File: config.mk
export PLATFORM = sky130hd
export DESIGN_NAME = uart_rx
export DESIGN_NICKNAME = d
export VERILOG_FILES = /design/src/rtl/uart_pkg.sv /design/src/rtl/sync_fifo.sv /design/src/rtl/uart_rx.sv
export SDC_FILE = /design/constraint.sdc
export NUM_CORES = 1
export LEC_CHECK = 0
export ABC_AREA = 1
export BUFFER_PORTS_ARGS = -buffer_cell sky130_fd_sc_hd__buf_4
export CAP_MARGIN = 40
export CORE_MARGIN = 2
export CORE_UTILIZATION = 64
export DETAILED_ROUTE_END_ITERATION = 8
export PLACE_DENSITY = 0.83
export SLEW_MARGIN = 10
export SYNTH_ARGS = -nofsm -noshare
export SYNTH_HDL_FRONTEND = slang
export SYNTH_SLANG_ARGS = --single-unit
File: constraint.sdc
create_clock -name clk -period 2.86 [get_ports clk]
set_input_delay 0.429 -clock clk [delete_from_list [all_inputs] [get_ports clk]]
set_output_delay 0.429 -clock clk [all_outputs]
set_load 0.1 [all_outputs]
File: src/rtl/uart_pkg.sv
// Shared definitions for the UART receive path: frame size, default bit
// timing and the receiver FSM state encoding.
package uart_pkg;

  localparam int DATA_BITS        = 8;
  localparam int CLKS_PER_BIT_DEF = 87;  // 10 MHz clk / 115200 baud

  typedef enum logic [2:0] {
    IDLE,
    START,
    DATA,
    STOP,
    WAIT_IDLE
  } rx_state_e;

endpackage

File: src/rtl/sync_fifo.sv
// Show-ahead synchronous FIFO. rdata always shows the head entry; when
// the FIFO is empty it keeps showing the most recent head value instead
// of a stale memory slot. A pop frees a slot in the same cycle, so a push
// into a full FIFO is accepted if it coincides with a pop.
module sync_fifo #(
  parameter int WIDTH = 8,
  parameter int DEPTH = 4
) (
  input  logic                   clk,
  input  logic                   rst_n,
  input  logic                   push,
  input  logic                   pop,
  input  logic [WIDTH-1:0]       wdata,
  output logic [WIDTH-1:0]       rdata,
  output logic                   full,
  output logic                   empty,
  output logic [$clog2(DEPTH):0] count
);

  localparam int AW = $clog2(DEPTH);

  logic [WIDTH-1:0] mem [DEPTH];
  logic [AW-1:0]    wr_ptr;
  logic [AW-1:0]    rd_ptr;
  logic [AW:0]      cnt;
  logic [WIDTH-1:0] last_q;
  logic             do_push;
  logic             do_pop;

  assign empty   = (cnt == '0);
  assign full    = (cnt == (AW+1)'(DEPTH));
  assign do_pop  = pop && !empty;
  assign do_push = push && (!full || do_pop);
  assign count   = cnt;
  assign rdata   = empty ? last_q : mem[rd_ptr];

  // Storage write; pointers define validity so the array needs no reset.
  always_ff @(posedge clk) begin
    if (do_push) mem[wr_ptr] <= wdata;
  end

  // Pointers wrap naturally modulo DEPTH (power of two); occupancy tracks both.
  always_ff @(posedge clk) begin
    if (!rst_n) begin
      wr_ptr <= '0;
      rd_ptr <= '0;
      cnt    <= '0;
    end else begin
      if (do_push) wr_ptr <= wr_ptr + 1'b1;
      if (do_pop)  rd_ptr <= rd_ptr + 1'b1;
      case ({do_push, do_pop})
        2'b10:   cnt <= cnt + 1'b1;
        2'b01:   cnt <= cnt - 1'b1;
        default: cnt <= cnt;
      endcase
    end
  end

  // Remember the head while non-empty so rdata holds it once drained.
  always_ff @(posedge clk) begin
    if (!rst_n)      last_q <= '0;
    else if (!empty) last_q <= mem[rd_ptr];
  end

endmodule

File: src/rtl/uart_rx.sv
// 8N1 UART receiver. rx_i is synchronized, the start bit is confirmed at
// its midpoint, data and stop bits are sampled one bit period apart from
// there, and good bytes are pushed into a small FIFO exposed as a
// valid/ready stream.
// Stream handshake: rx_valid_o means a byte is at the FIFO head; the byte
// transfers on a rising edge where rx_valid_o && rx_ready_i; rx_data_o is
// stable while rx_valid_o is high and not yet accepted.
module uart_rx
  import uart_pkg::*;
#(
  parameter int CLKS_PER_BIT = CLKS_PER_BIT_DEF,
  parameter int FIFO_DEPTH   = 4
) (
  input  logic                          clk,
  input  logic                          rst_n,
  input  logic                          rx_i,
  output logic [7:0]                    rx_data_o,
  output logic                          rx_valid_o,
  input  logic                          rx_ready_i,
  output logic                          frame_err_o,
  output logic                          overrun_o,
  output logic                          busy_o,
  output logic [$clog2(FIFO_DEPTH):0]   fifo_count_o
);

  localparam int CW   = $clog2(CLKS_PER_BIT);
  localparam int BW   = $clog2(DATA_BITS);
  localparam int HALF = CLKS_PER_BIT / 2;

  localparam logic [CW-1:0] CNT_LAST = CW'(CLKS_PER_BIT - 1);
  localparam logic [CW-1:0] CNT_HALF = CW'(HALF - 1);
  localparam logic [BW-1:0] BIT_LAST = BW'(DATA_BITS - 1);

  rx_state_e            state;
  logic                 sync1;
  logic                 sync2;
  logic [CW-1:0]        clk_cnt;
  logic [BW-1:0]        bit_idx;
  logic [DATA_BITS-1:0] shift;
  logic                 frame_err_q;
  logic                 overrun_q;
  logic                 fifo_push;
  logic                 fifo_full;
  logic                 fifo_empty;
  logic                 stop_good;

  // Two-flop synchronizer; reset to the idle-high line level.
  always_ff @(posedge clk) begin
    if (!rst_n) begin
      sync1 <= 1'b1;
      sync2 <= 1'b1;
    end else begin
      sync1 <= rx_i;
      sync2 <= sync1;
    end
  end

  // A valid stop bit is seen on the last count of the STOP bit period.
  assign stop_good = (state == STOP) && (clk_cnt == CNT_LAST) && sync2;
  // Full flag is the pre-edge value; a simultaneous pop makes room.
  assign fifo_push = stop_good && (!fifo_full || rx_ready_i);

  // Receiver FSM: bit timing, sampling and the one-cycle error pulses.
  always_ff @(posedge clk) begin
    if (!rst_n) begin
      state       <= IDLE;
      clk_cnt     <= '0;
      bit_idx     <= '0;
      shift       <= '0;
      frame_err_q <= 1'b0;
      overrun_q   <= 1'b0;
    end else begin
      frame_err_q <= 1'b0;
      overrun_q   <= 1'b0;
      unique case (state)
        IDLE: begin
          clk_cnt <= '0;
          if (!sync2) state <= START;
        end
        START: begin
          if (clk_cnt == CNT_HALF) begin
            clk_cnt <= '0;
            bit_idx <= '0;
            state   <= sync2 ? IDLE : DATA;
          end else begin
            clk_cnt <= clk_cnt + 1'b1;
          end
        end
        DATA: begin
          if (clk_cnt == CNT_LAST) begin
            clk_cnt <= '0;
            shift   <= {sync2, shift[DATA_BITS-1:1]};
            if (bit_idx == BIT_LAST) state <= STOP;
            else                     bit_idx <= bit_idx + 1'b1;
          end else begin
            clk_cnt <= clk_cnt + 1'b1;
          end
        end
        STOP: begin
          if (clk_cnt == CNT_LAST) begin
            clk_cnt <= '0;
            if (sync2) begin
              overrun_q <= fifo_full && !rx_ready_i;
              state     <= IDLE;
            end else begin
              frame_err_q <= 1'b1;
              state       <= WAIT_IDLE;
            end
          end else begin
            clk_cnt <= clk_cnt + 1'b1;
          end
        end
        WAIT_IDLE: begin
          // A held-low line (break) must not decode as endless 0x00 bytes.
          if (sync2) state <= IDLE;
        end
        default: state <= IDLE;
      endcase
    end
  end

  assign frame_err_o = frame_err_q;
  assign overrun_o   = overrun_q;
  assign busy_o      = (state != IDLE);
  assign rx_valid_o  = !fifo_empty;

  sync_fifo #(
    .WIDTH (DATA_BITS),
    .DEPTH (FIFO_DEPTH)
  ) u_fifo (
    .clk   (clk),
    .rst_n (rst_n),
    .push  (fifo_push),
    .pop   (rx_ready_i),
    .wdata (shift),
    .rdata (rx_data_o),
    .full  (fifo_full),
    .empty (fifo_empty),
    .count (fifo_count_o)
  );

endmodule

# Yosys cells after proc, flatten, opt, wreduce, memory -nomap -nowiden
# Memories as Yosys holds them, arrays and structs flattened. A register that Yosys moved wholly into a read port is not among the register bits.
# Index checks and enable logic that the tools add are counted.
# classes
add_sub_neg	6
n_eq_ne	17
n_mux	23
reduce_logical	23
# ops
cell	count
2-to-1 mux 3 bit	10
case mux 7 bit (3 select lines)	1
case mux 3 bit (5 select lines)	1
2-to-1 mux 7 bit	2
!= test 2 bit (second input constant)	6
case mux 3 bit (2 select lines)	2
equality test 3 bit (second input constant)	3
2-to-1 mux 8 bit	1
AND reduction 4 bit	2
adder 7 x 1 -> 7 bit (second input constant)	1
equality test 7 x 6 -> 1 bit (second input constant)	1
equality test 7 bit (second input constant)	1
adder 3 x 1 -> 3 bit (second input constant)	2
equality test 3 x 2 -> 1 bit (second input constant)	2
logical AND 1 bit	6
zero test 3 bit	2
2-to-1 mux 2 bit	3
AND reduction 6 bit	1
nonzero test 3 bit	2
adder 2 x 1 -> 2 bit (second input constant)	2
nonzero test 2 bit	2
equality test 3 x 1 -> 1 bit (second input constant)	1
zero test 1 bit	3
2-to-1 mux 1 bit	3
8 further kinds	9
# totals
regBits	40
ramBits	32
input_bits	4
output_inout_bits	15
word_cells	82
mem_count	1
# memory_table
name	words	width	rd	rd_ports_with_merged_regs	wr	line_no	source
u_fifo.mem	4	8	1	1	1	sync_fifo.sv:22	logic [WIDTH-1:0] mem [DEPTH];

# Longest topological paths before layout
# depth
ltp_word	7
ltp_mapped	12
mapped_depth_nobuf	12

# Cells and area by module
# Synthesis repeated with hierarchy kept, for this count alone.
# hier_totals
cells_unflattened	416
hier_area_um2	3447.1
# by_module_without_submodules
mod	instances	cells_per_inst	area_each_um2	seq_area_each_um2
sync_fifo	1	239	2184.6	1301.2
uart_rx	1	177	1262.5	500.5

# Worst setup path before layout
# OpenSTA, ideal clock, no wires.
# synth_timing
path_kind	reg2reg
from	register u_fifo.cnt[0] (netlist: u_fifo.count[0])
to	register u_fifo.cnt[2] (netlist: u_fifo.count[2])
setup_ns	0.124
t_arrival_ns	2.982
required_time_ns	2.736
path_slack_ns	-0.246
stages_incl_launch_ff	12
n_path_buf	0
period_less_slack_ns	3.106
path_cell_list	dfxtp_1 nor2_1 nand2_2 inv_2 nor2_4 ha_1 inv_1 fa_1 a21oi_1 o21ai_0 o21ai_0 a21oi_1
# synth_via
elab_chain_cells	7
elab_cells_between_ends	15
classes_between	2 x add/sub; 3 x eq/ne; 1 x mux; 9 x reduce/logical
# synth_rtl
element	line_no	source
from (decl)	sync_fifo.sv:25	logic [AW:0] cnt;
from (signal assigned)	sync_fifo.sv:52	2'b10: cnt <= cnt + 1'b1;
from (signal assigned)	sync_fifo.sv:53	2'b01: cnt <= cnt - 1'b1;
from (signal assigned)	sync_fifo.sv:54	default: cnt <= cnt;
zero test 3 bit *	sync_fifo.sv:30	assign empty = (cnt == '0);
zero test 1 bit *	--	
via rx_valid_o	uart_rx.sv:18	output logic rx_valid_o,
logical AND 1 bit *	sync_fifo.sv:32	assign do_pop = pop && !empty;
via u_fifo.do_pop	sync_fifo.sv:28	logic do_pop;
logical OR 1 bit	sync_fifo.sv:33	assign do_push = push && (!full || do_pop);
logical AND 1 bit	sync_fifo.sv:33	
equality test 2 x 1 -> 1 bit / equality test 2 bit (equally long branches)	sync_fifo.sv:51	case ({do_push, do_pop})
case mux 3 bit (2 select lines) / nonzero test 2 bit (equally long branches)	--	
# The timed path passes the listed nets; every way through them passes the cells marked *.
# A chain may end at the register's enable or synchronous reset.

==> qor.txt <==
Ant. Diodes: 0
Setup TNS: 0 ns
First-pass GRT wire length: 11010 um
Synth area leaders: edfxtp_1 30%, dfxtp_1 26%, nand2_1 7.4%, nor2_1 7.4%, o21ai_0 6.5%
Yosys reg bits: 74
CTS resizes: 0
Bufs on Longest Clock Path: 2
CP arrival: 2.00 ns
Distinct cells, synth: 29
Post-DR vias/cell: 5.407
ANT nets after route: 0
Worst-Skew Late Latency: 0.34 ns
Routability cong.: 0.9124
CP Capture Type: output pin
Worst path depth: 6
Worst vdd ir: 0.6640 mV
Largest net degree at the start of global routing: 23
Sw Ratio: 36.13%
Top cells by count, synth: 64 x nand2_1, 64 x nor2_1, 42 x dfxtp_1, 42 x o21ai_0, 32 x edfxtp_1
Clock skew: 0.005076 ns
Syn Area/Cell: 8.875 um2
Worst-Margin Slew: 0.5423 ns
Seq/Total Area, Yosys: 55.47%
Share of cells above drive strength 1: 16.37%
Die Ht: 75.24 um
Final Max Tran Viols: 0
CP bufs+invs: 2
Fillers: 338
Number of synthesized flops with an enable pin: 32
Final Cycle Share: 84.85%
RSZ-0062 raised after global routing: no
PortBufs: 18
Leak: 0.001638 uW
Hold depth: 2
Nets: 406
Initial Utilization: 67.43%
Setup violators final: 0
Final Core Density: 76.55%
CTS clock-pin slew for the worst setup and hold paths: 0.07 ns
Grt ovf: 0
Synth area leader: edfxtp_1
HPWL after DPL: 4501 um
Hold Path Class: in -> reg
Num CTS Buffers: 9
Worst path slowest cell: dfxtp_1
Most used flip-flop cell after synthesis: dfxtp_1
Comb power frac: 29.6%
Post-synth net total: 380
Die area: 5661 um2
Hold_buf cts: 0
CORE AREA: 4817 um2
Slew HR: 63.62%
Row cnt: 25
Max Fanout on Critical Path: 16
Final Hold Vio Count: 0
Via count: 2509
Drt wl/cell: 14.54 um
R2R cell count: 11
CTS tree: yes
Vias in the first global route: 2389
CTS sink cnt: 74
Sequential Power Share: 39.8%
Crit path largest cell delay: 0.52 ns
Post-Syn Area: 3248 um2
Min Tclk post-route: 2.427 ns
DRC Markers: 0
# IOs: 19
H-tree lvl count: 3
Worst path cell trace: inv_1 > o21ai_0 > o21ai_0 > nand2_1 > nand2_1 > buf_4
Total Wirelength: 6745 um
Outcome: complete, no violations
PwrDens: 831.2 nW/um2
Synth top area share: 29.58%
Crit start category: flop
Post-Synthesis Cells: 366
Setup Buffers After CTS: 0
WS Path Type: reg -> out
Total track usage: 26.65%
Worst EP required: 2.43 ns
Hold slack final: 0.2718 ns
Initial antenna violation count: 0
NetSw: 1107 uW
Clock power share: 30.7%
Async S/R FF share, synth: 0%
Max Clk Rate: 412.1 MHz
Int Pwr: 1958 uW
Max Cap Viol: 0
Synth warn: 0
CP top delay family: buffers and inverters
CTS Root Cell: clkbuf_8
Area growth syn-to-layout: 13.52%
Overall die width: 75.24 um
Pre-Repair DR Iteration Count: 5
DRT iter0 DRCs: 203
-- through the flow --
step	power, uW	cells	setup WS, ns	cell area (um2)
2_1_floorplan	1967	366	0.1142	3252
3_3_place_gp	2102	448	0.7372	3455
3_5_place_dp	2121	448	0.6205	3455
4_1_cts	3067	464	0.4457	3687
5_1_grt	3205	464	0.2818	3687
6_report	3065	464	0.4333	3687
-- flip-flops by register name (all words and copies together) (netlist names), named ones only --
register       cells
shift              8
u_fifo.count       3
bit_idx            3
state              3
u_fifo.wr_ptr      2
frame_err_o        1
u_fifo.mem        32
u_fifo.rd_ptr      2
sync2              1
clk_cnt            7
overrun_o          1
u_fifo.last_q      8
sync1              1
-- layer usage --
metal | global-route usage, % | up-vias | share of wire, %
met2 | 44.64 | 76 | 49
li1 | - | 1254 | -
met5 | 0 | - | 0
met4 | 11.89 | 0 | 2.2
met3 | 4.685 | 17 | 4.8
met1 | 34.04 | 1162 | 44
-- worst reg2reg max path, delay by kind of cell (launching register included) --
| kind | cells | cell delay (ns) |
|---|---|---|
| flops | 1 | 0.58 |
| fa+ha+maj | 2 | 0.54 |
| compound gates | 4 | 0.53 |
| simple gates | 3 | 0.32 |
| buf+inv | 2 | 0.18 |
-- worst paths after layout --
kind	start	to	slack [ns]
worst max-delay path	flop	rx_data_o[3]	0.43
worst min-delay path	rx_i	sync1	0.27
worst max register to register	state[2]	u_fifo.count[2]	0.58
worst min register to register	sync1	sync2	0.42
-- power by group through the flow --
stage / logic (uW) / registers, uW / clock network, uW
6_report: 906 / 1220 / 940
5_1_grt: 992 / 1230 / 983
4_1_cts: 903 / 1220 / 946
3_5_place_dp: 880 / 1240 / 0
3_3_place_gp: 864 / 1240 / 0
2_1_floorplan: 720 / 1250 / 0
-- cells by family (layout without fill, tap and decap cells) --
| logic type | after synthesis | in the layout | share of synthesized area [%] |
|---|---|---|---|
| AND/OR/NAND/NOR | 166 | 166 | 23.50 |
| flip-flops | 74 | 74 | 55.47 |
| AO/OA/AOI/OAI | 71 | 71 | 10.94 |
| buffers and inverters | 45 | 76 | 6.009 |
| adder cells (fa/ha/maj) | 10 | 10 | 4.083 |
-- layout make-up --
class / instances / area, um2 / share of cell area, %
sequential: 74 / 1805 / 48.96
multi-input combinational: 247 / 1251 / 33.93
timing repair buffer: 23 / 172.7 / 4.683
inverter: 37 / 141.4 / 3.834
clock buffer: 10 / 127.6 / 3.461
clock inverter: 6 / 105.1 / 2.850
tap: 67 / 83.83 / 2.273
-- placed cells by master (no fill, tap or decap), types with 2 or more instances in the layout --
master | Yosys | routed
a21oi_1 | 25 | 25
buf_4 | 1 | 23
bufinv_16 | 0 | 3
clkbuf_8 | 0 | 9
clkinv_1 | 1 | 3
dfxtp_1 | 42 | 39
dfxtp_2 | 0 | 3
edfxtp_1 | 32 | 32
ha_1 | 9 | 9
inv_1 | 29 | 29
inv_2 | 6 | 6
nand2_1 | 64 | 64
nand2_2 | 5 | 5
nand3_1 | 14 | 14
nand3_2 | 2 | 2
nand3b_1 | 3 | 3
nor2_1 | 64 | 64
nor2_2 | 3 | 3
nor2_4 | 4 | 4
nor3_1 | 2 | 2
o21ai_0 | 42 | 42
o21ai_1 | 4 | 4
or2_2 | 2 | 2
(Power assumes the default switching activity.)
